===== config.mk =====
export PLATFORM = sky130hd
export DESIGN_NAME = stream_credit_tx
export DESIGN_NICKNAME = d
export VERILOG_FILES = /design/src/rtl/stream_pkg.sv /design/src/rtl/credit_counter.sv /design/src/rtl/stream_credit_tx.sv
export SDC_FILE = /design/constraint.sdc
export NUM_CORES = 1
export LEC_CHECK = 0
export CORE_MARGIN = 2
export CORE_UTILIZATION = 37
export DETAILED_ROUTE_END_ITERATION = 10
export GPL_TIMING_DRIVEN = 0
export PLACE_DENSITY = 0.72
export SKIP_CTS_REPAIR_TIMING = 1
export SLEW_MARGIN = 20
export SYNTH_ARGS = -nofsm -noshare
export SYNTH_HDL_FRONTEND = slang
export SYNTH_SLANG_ARGS = --single-unit

===== constraint.sdc =====
create_clock -name clk -period 1.68 [get_ports clk]
set_clock_uncertainty 0.15 [all_clocks]
set_input_delay 0.252 -clock clk [delete_from_list [all_inputs] [get_ports clk]]
set_output_delay 0.252 -clock clk [all_outputs]
set_load 0.02 [all_outputs]

===== src/rtl/stream_pkg.sv =====
`default_nettype none
// ============================================================================
// Module  : stream_pkg
// Purpose : Shared definitions for the credit-based stream link: the drain FSM
//           state encoding (also used by the receive side) and the helper that
//           sizes a credit counter able to hold 0..CREDITS.
// Ports   : none (package)
// Rev     : 1.0  initial release
// ============================================================================
package stream_pkg;

  typedef enum logic [1:0] {
    ST_RUN   = 2'd0,
    ST_DRAIN = 2'd1,
    ST_IDLE  = 2'd2
  } link_state_e;

  // Width of a counter spanning 0..credits inclusive.
  function automatic int cnt_width(input int credits);
    return $clog2(credits + 1);
  endfunction

endpackage : stream_pkg
`default_nettype wire


===== src/rtl/credit_counter.sv =====
`default_nettype none
// ============================================================================
// Module  : credit_counter
// Purpose : Up/down credit counter that reloads to MAX on reset, saturates at
//           MAX and flags an increment that would exceed it.
// Ports   : clk, rst      clock / synchronous active-high reset
//           inc           one credit returned this cycle
//           dec           one credit spent this cycle
//           cnt_q         registered count
//           cnt_next      count that will be loaded at the next edge
//           ovf           increment arrived at MAX with no decrement
// Rev     : 1.0  initial release
// ============================================================================
module credit_counter #(
  parameter int MAX   = 4,
  parameter int CNT_W = 3
) (
  input  logic             clk,
  input  logic             rst,
  input  logic             inc,
  input  logic             dec,
  output logic [CNT_W-1:0] cnt_q,
  output logic [CNT_W-1:0] cnt_next,
  output logic             ovf
);

  localparam logic [CNT_W-1:0] C_MAX = CNT_W'(MAX);

  always_comb begin
    cnt_next = cnt_q;
    ovf      = 1'b0;
    if (inc && !dec) begin
      if (cnt_q == C_MAX) begin
        ovf = 1'b1;              // receiver returned more credits than exist
      end else begin
        cnt_next = cnt_q + 1'b1;
      end
    end else if (dec && !inc) begin
      // The sender never spends from an empty pool; floor anyway.
      if (cnt_q != '0) begin
        cnt_next = cnt_q - 1'b1;
      end
    end
  end

  always_ff @(posedge clk) begin
    if (rst) begin
      cnt_q <= C_MAX;
    end else begin
      cnt_q <= cnt_next;
    end
  end

endmodule : credit_counter
`default_nettype wire


===== src/rtl/stream_credit_tx.sv =====
`default_nettype none
// ============================================================================
// Module  : stream_credit_tx
// Purpose : Transmit end of a credit-based link. Turns a valid/ready stream
//           into a valid-only link (no backpressure), spending one credit per
//           beat. A drain FSM (RUN/DRAIN/IDLE) quiesces the link so the far end
//           can be reset or powered down.
// Ports   : clk, rst      clock / synchronous active-high reset
//           valid_s,data_s upstream beat
//           ready_s       registered upstream ready
//           link_valid    registered link valid
//           link_data     registered link payload (not reset)
//           credit_in     one-cycle pulse = one credit returned
//           drain_req     level request to quiesce
//           idle          registered: link quiescent, all credits home
//           credit_cnt    current credit count
//           err           (only with CREDIT_TX_ERR_CHK_EN) sticky overflow flag
// Config  : CREDIT_TX_ERR_CHK_EN adds the sticky err output.
// Rev     : 1.0  initial release
// ============================================================================
module stream_credit_tx
  import stream_pkg::*;
#(
  parameter  int DATA_WIDTH = 8,
  parameter  int CREDITS    = 4,
  localparam int CNT_W      = cnt_width(CREDITS)
) (
  input  logic                  clk,
  input  logic                  rst,
  input  logic                  valid_s,
  input  logic [DATA_WIDTH-1:0] data_s,
  output logic                  ready_s,
  output logic                  link_valid,
  output logic [DATA_WIDTH-1:0] link_data,
  input  logic                  credit_in,
  input  logic                  drain_req,
  output logic                  idle,
  output logic [CNT_W-1:0]      credit_cnt
`ifdef CREDIT_TX_ERR_CHK_EN
  ,
  output logic                  err
`endif
);

  localparam logic [CNT_W-1:0] C_FULL = CNT_W'(CREDITS);

  link_state_e           state_q, state_d;
  logic                  ready_q, ready_d;
  logic                  link_valid_q, link_valid_d;
  logic [DATA_WIDTH-1:0] link_data_q, link_data_d;
  logic                  idle_q, idle_d;
  logic                  write;
  logic [CNT_W-1:0]      cnt_q;
  logic [CNT_W-1:0]      cnt_next;

  // ready_q is only high while credits remain, so a write never underflows.
  assign write = valid_s && ready_q;

`ifdef CREDIT_TX_ERR_CHK_EN
  logic ovf;
  logic err_q, err_d;
`else
  logic ovf_unused;
`endif

  credit_counter #(
    .MAX   (CREDITS),
    .CNT_W (CNT_W)
  ) u_credit_counter (
    .clk      (clk),
    .rst      (rst),
    .inc      (credit_in),
    .dec      (write),
    .cnt_q    (cnt_q),
    .cnt_next (cnt_next),
`ifdef CREDIT_TX_ERR_CHK_EN
    .ovf      (ovf)
`else
    .ovf      (ovf_unused)
`endif
  );

  // Drain FSM next state.
  always_comb begin
    state_d = state_q;
    case (state_q)
      ST_RUN: begin
        if (drain_req) state_d = ST_DRAIN;
      end
      ST_DRAIN: begin
        if (!drain_req) begin
          state_d = ST_RUN;
        end else if (cnt_next == C_FULL && !link_valid_q) begin
          // Every credit is home and the last beat has left the register.
          state_d = ST_IDLE;
        end
      end
      ST_IDLE: begin
        if (!drain_req) state_d = ST_RUN;
      end
      default: state_d = ST_RUN;
    endcase
  end

  // Output register next values, computed from the look-ahead count/state so
  // that the last credit spent drops ready_s in the very next cycle.
  always_comb begin
    ready_d      = (cnt_next != '0) && (state_d == ST_RUN);
    idle_d       = (state_d == ST_IDLE);
    link_valid_d = write;
    link_data_d  = write ? data_s : link_data_q;
  end

  always_ff @(posedge clk) begin
    if (rst) begin
      state_q      <= ST_RUN;
      ready_q      <= 1'b1;
      link_valid_q <= 1'b0;
      idle_q       <= 1'b1;
    end else begin
      state_q      <= state_d;
      ready_q      <= ready_d;
      link_valid_q <= link_valid_d;
      idle_q       <= idle_d;
    end
  end

  // Payload is qualified by link_valid, so it carries no reset.
  always_ff @(posedge clk) begin
    link_data_q <= link_data_d;
  end

`ifdef CREDIT_TX_ERR_CHK_EN
  always_comb begin
    err_d = err_q | ovf;
  end

  always_ff @(posedge clk) begin
    if (rst) begin
      err_q <= 1'b0;
    end else begin
      err_q <= err_d;
    end
  end

  assign err = err_q;
`endif

  assign ready_s    = ready_q;
  assign link_valid = link_valid_q;
  assign link_data  = link_data_q;
  assign idle       = idle_q;
  assign credit_cnt = cnt_q;

endmodule : stream_credit_tx
`default_nettype wire


==> run_results.csv <==
group,metric,value,unit
layout,diodes,0,
clock_tree,clk_path_buf_depth,2,
clock_tree,clkSinkCount,16,
floorplanning,fp.dieH,47.4,um
yosys,netlist_area,697,sq um
route,vias,547,
yosys,syn_nets,73,
run_status,status,"complete, but fails checks",
yosys,synth_top_area_share,34.5,%
run_status,violations,"negative setup slack",
layout,areaGrowthSynthToFinish,57.1,%
clock_tree,clk_latency,290,ps
yosys,synth.top_cells.by_count,"dfxtp_1 (8), edfxtp_1 (8), nand2_1 (5)",
timing,period_needed,1710,ps
global_route,grt_pass1_wl,2060,um
clock_tree,clkSlewWorstSetupHoldPaths,90,ps
timing,hold_violations,0,
route,route.detailed.drc,0,
timing,fmax,586,MHz
floorplanning,floorplan.initialDensity,39.9,%
yosys,syn_avg_cell_area,12.2,sq um
global_route,grt_start_max_net_pins,10,
yosys,synth-seq-area-share,57.5,%
setup_path,cp.required,1740,ps
setup_path,critPathMaxFanout,5,
layout,fin_util,62.7,%
floorplanning,dieArea,2250,sq um
yosys,synth_cell_types,27,
floorplanning,pin_count,27,
run,cap_violations,0,
timing,fin_ws,-27.0,ps
route,routed_wl,1390,um
global_route,grt_pass1_vias,491,
timing,fin_crit_sh,102,%
clock_tree,cts_made_buffers,3,
route,vias_per_cell,4.76,
timing,setup_viol,2,
layout,stdcell_area,1090,sq um
timing,rsz0062_at_grt,"true",
placed_design,dp_slack,-439,ps
placed_design,place_area,996,sq um
timing,tightest_slew,285,ps
clock_tree,clockRootBuffer,"clkbuf_4",
power_and_ir_drop,finalPower,1380,uW
setup_path,path_class,"register to register",
yosys,synth-seq-cells,16,
yosys,synth-main-ff-cell,"edfxtp_1",
timing,relSlewSlack,81.0,%
route,first_pass_iters,2,
route,dr.first_iter.drc_count,3,
global_route,antenna_found_initial,0,
yosys,synthArstFlopShare,0,%
floorplanning,rows,15,
setup_path,arrival,1760,ps
min_path,hold_class,"input port to register",
clock_tree,cts_tree,"done",
yosys,synth_edf_count,8,
yosys,ys_warn_count,0,
yosys,synth_top_cell_by_area,"edfxtp_1",
route,ant_nets,0,
power_and_ir_drop,p_leak,0.000436,uW
route,wl_per_cell,12.1,um
power_and_ir_drop,ir_drop,1.01,mV
placed_design,placed_cells,108,
global_route,overflow,0,
yosys,syn_inst,57,
timing,maxSlewViolCount,0,
clock_tree,h-tree-depth,1,
placed_design,hpwl,1010,um
layout,finalNetCount,107,
layout,drive_above_1_share,24.4,%
floorplanning,die_x,47.4,um
floorplanning,design.core.area,1750,sq um
setup_path,crit_path_start_kind,"register",
placed_design,gp_congestion,0.748,
power_and_ir_drop,power.density,1260,nW/um^2
setup_path,cp-end-kind,"register",
global_route,gr-usage-all-layers,13.7,%
placed_design,port_buffers,26,
layout,stdcell_count,115,
yosys,synth_area_leaders,"edfxtp_1 (34%), dfxtp_1 (23%), ha_1 (5.4%)",
[through the flow]
step | setup TNS [ps] | hold WS [ps]
floorplan | 0 | 165
global placement | -1920 | 362
detailed placement | -1910 | 397
CTS | -542 | 357
global route | -295 | 357
finish | -48.4 | 368
[cell usage in the layout (no fill, tap or decap)]
cell,instances
nand2b_1,3
clkbuf_4,3
dlymetal6s2s_1,5
inv_1,2
nand2_1,5
nand3b_1,2
o2bb2ai_1,1
o21ai_1,1
o22a_1,1
clkdlybuf4s50_1,21
o21ba_2,1
buf_4,3
and2b_1,1
clkbuf_1,1
ha_2,1
o32ai_2,1
nor2_1,3
or2_0,1
o21a_1,1
or2_2,1
a21bo_2,1
o22ai_2,1
a22oi_2,2
a31oi_1,2
nand2_2,1
dfxtp_4,2
inv_4,2
nand4b_1,1
dfxtp_1,6
xnor2_1,2
ha_4,2
edfxtp_1,8
o31ai_1,1
or2_4,1
[registers in the layout, indices dropped and copies added, names as in the netlist]
signal                  count
link_data                   8
u_credit_counter.cnt_q      3
state_q                     2
idle                        1
link_valid                  1
ready_s                     1
[per-layer routing]
layer / vias up / GRT usage, % / share of wire (%)
met5: - / 0 / 0
met4: 0 / 10.0 / 2.2
met3: 4 / 3.85 / 7.1
met2: 20 / 21.4 / 47
met1: 254 / 16.0 / 44
li1: 269 / - / -
[worst max-delay path, cell delays in order, from the launching register on]
cell and delay, ps:
dfxtp_4 380, inv_4 50, ha_4 160, and2b_1 170, o21a_1 180, o22ai_2 150
nand2_2 110, o32ai_2 270
[power by group]
part           internal [uW]  total [uW]  leakage [uW]  switching, uW
Sequential               482         534      0.000144           51.3
Clock                   92.4         210     0.0000150            117
Combinational            333         639      0.000277            306
[final timing paths]
path	end	depth (start not counted)	slack (ps)	from
worst max register to register	state_q[1]	7	-30	u_credit_counter.cnt_q[1]
worst min-delay path	link_data[5]	1	370	data_s[5]
worst min register to register	state_q[1]	2	410	state_q[1]
worst max-delay path	state_q[1]	7	-30	u_credit_counter.cnt_q[1]
[layout make-up]
class                           count  area [sq um]
Tap cell                           25          31.3
Multi-Input combinational cell     37           314
Fill cell                         148           651
Clock buffer                        4          26.3
Sequential cell                    16           408
Timing Repair Buffer               29           295
Inverter                            4          20.0
[logic make-up after synthesis]
group,count (synthesis),share of synthesized area [%]
xor+xnor,2,2.51
buf+inv,4,2.15
fa+ha+maj,3,5.39
simple gates,19,15.4
flops,16,57.5
compound gates,13,17.1
Note: power is estimated with default switching activity, not from simulation.
==> RTL change, RTL diff (config.mk and constraints unchanged) <==
The parameter `CREDITS` goes from 4 to 8.
--- a/src/rtl/stream_credit_tx.sv
+++ b/src/rtl/stream_credit_tx.sv
@@ -23,5 +23,5 @@
 #(
   parameter  int DATA_WIDTH = 8,
-  parameter  int CREDITS    = 4,
+  parameter  int CREDITS    = 8,
   localparam int CNT_W      = cnt_width(CREDITS)
 ) (
Interface: changed (resized credit_cnt); port bits go from 27 to 28. No check against the original RTL was run, so the function may have changed too.
==> RTL change against the original RTL <==
The flow still finishes with violations (negative setup slack); setup slack got worse by 0.11 ns; count of clock-buffer cells in the layout down 1; critical path depth unchanged; wire length up 36%; total power down 2.2%; die area increased by 18%; synthesized area up 20%; final area rose by 20%; sequential cell count up 1; largest cell class unchanged; largest power group unchanged.
==> RTL change: results (changes against the original RTL) <==
INFO  synth          synth_area_leaders=sky130_fd_sc_hd__edfxtp_1, sky130_fd_sc_hd__dfxtp_1, sky130_fd_sc_hd__nand2_1
INFO  place          dp_slack=-0.5138ns [-0.07439 ns]
INFO  critical_path  arrival_time_at_the_worst_endpoint=1.85ns [+0.09 ns]
INFO  place          post-place-cells=133 [+23%]
INFO  sta            final.setup.tns=-0.3432ns [-0.2948 ns]
INFO  place          port_buffers=27 [+3.8%]
INFO  place          place_area=0.001169mm² [+17%]
INFO  routing        avgRoutedWirePerCell=13.10µm [+8.0%]
INFO  layout         drive_gt1_share=29.91% [+5.5 points]
INFO  layout         nets_final=133 [+24%]
INFO  sta            setup_viol_count_final=4 [+2]
INFO  synth          netlist-cell-type-count=34 [+26%]
INFO  routing        firstDrtPassIters=3 [+1]
INFO  status         outcome=complete, but fails checks
INFO  grt            grt_pass1_wl=2877µm [+39%]
INFO  grt            grt_util_all_layers=14.36% [+0.66 points]
INFO  synth          netlist_top_cells_count=sky130_fd_sc_hd__dfxtp_1, sky130_fd_sc_hd__edfxtp_1, sky130_fd_sc_hd__nand2_1, sky130_fd_sc_hd__nor2_1, sky130_fd_sc_hd__inv_1
INFO  sta            postLayoutSetupSlackWorst=-0.1357ns [-0.1087 ns]
INFO  sta            max-slew-margin-rel=79.98% [-1.0 points]
INFO  status         violations=negative setup slack
INFO  pwr            p_leak=0.5798nW [+33%]
INFO  grt            grt_max_degree=11 [+1]
INFO  routing        routed-via-count=712 [+30%]
INFO  hold_path      min-delay-start=valid_s
INFO  hold_path      hold-path-cell-count=3 [+2]
INFO  synth          net_count_of_the_mapped_netlist=93 [+27%]
INFO  routing        first_iter_violations=10 [+7]
INFO  critical_path  crit-reg2reg-launch=u_credit_counter.cnt_q[0]
INFO  place          detailed_place_hpwl=1326µm [+32%]
## RTL change: layout make-up
cell class                      count  area (µm²)
Fill cell                         192       855.8
Sequential cell                    17       430.4
Multi-Input combinational cell     53       429.2
Timing Repair Buffer               35       347.8
Tap cell                           28       35.03
Inverter                            6       27.53
Clock buffer                        3       22.52
Buffer                              2       16.27
Clock inverter                      1       5.005
## RTL change: where the power goes
group,switching [mW],total [mW],leakage (nW),internal (mW)
combinational,0.290,0.618,0.410,0.329
sequential,0.0365,0.520,0.152,0.484
clock,0.125,0.214,0.0177,0.0883
total,0.452,1.35,0.580,0.900
## RTL change: cells by family after synthesis
group	Yosys count	synth area share [%]
AOI/OAI and AO/OA	20	19.58
xor gates and xnor gates	2	2.093
adders and majority gates	2	2.989
buffers and inverters	8	4.633
DFF	17	50.22
muxes	1	1.196
and+or+nand+nor	28	19.28
## RTL change: metal layers
metal / GRT usage [%] / routed length (µm)
met1: 16.36 / 820
met2: 25.85 / 927
met3: 3.448 / 139
met4: 5.263 / 12
met5: 0 / 0
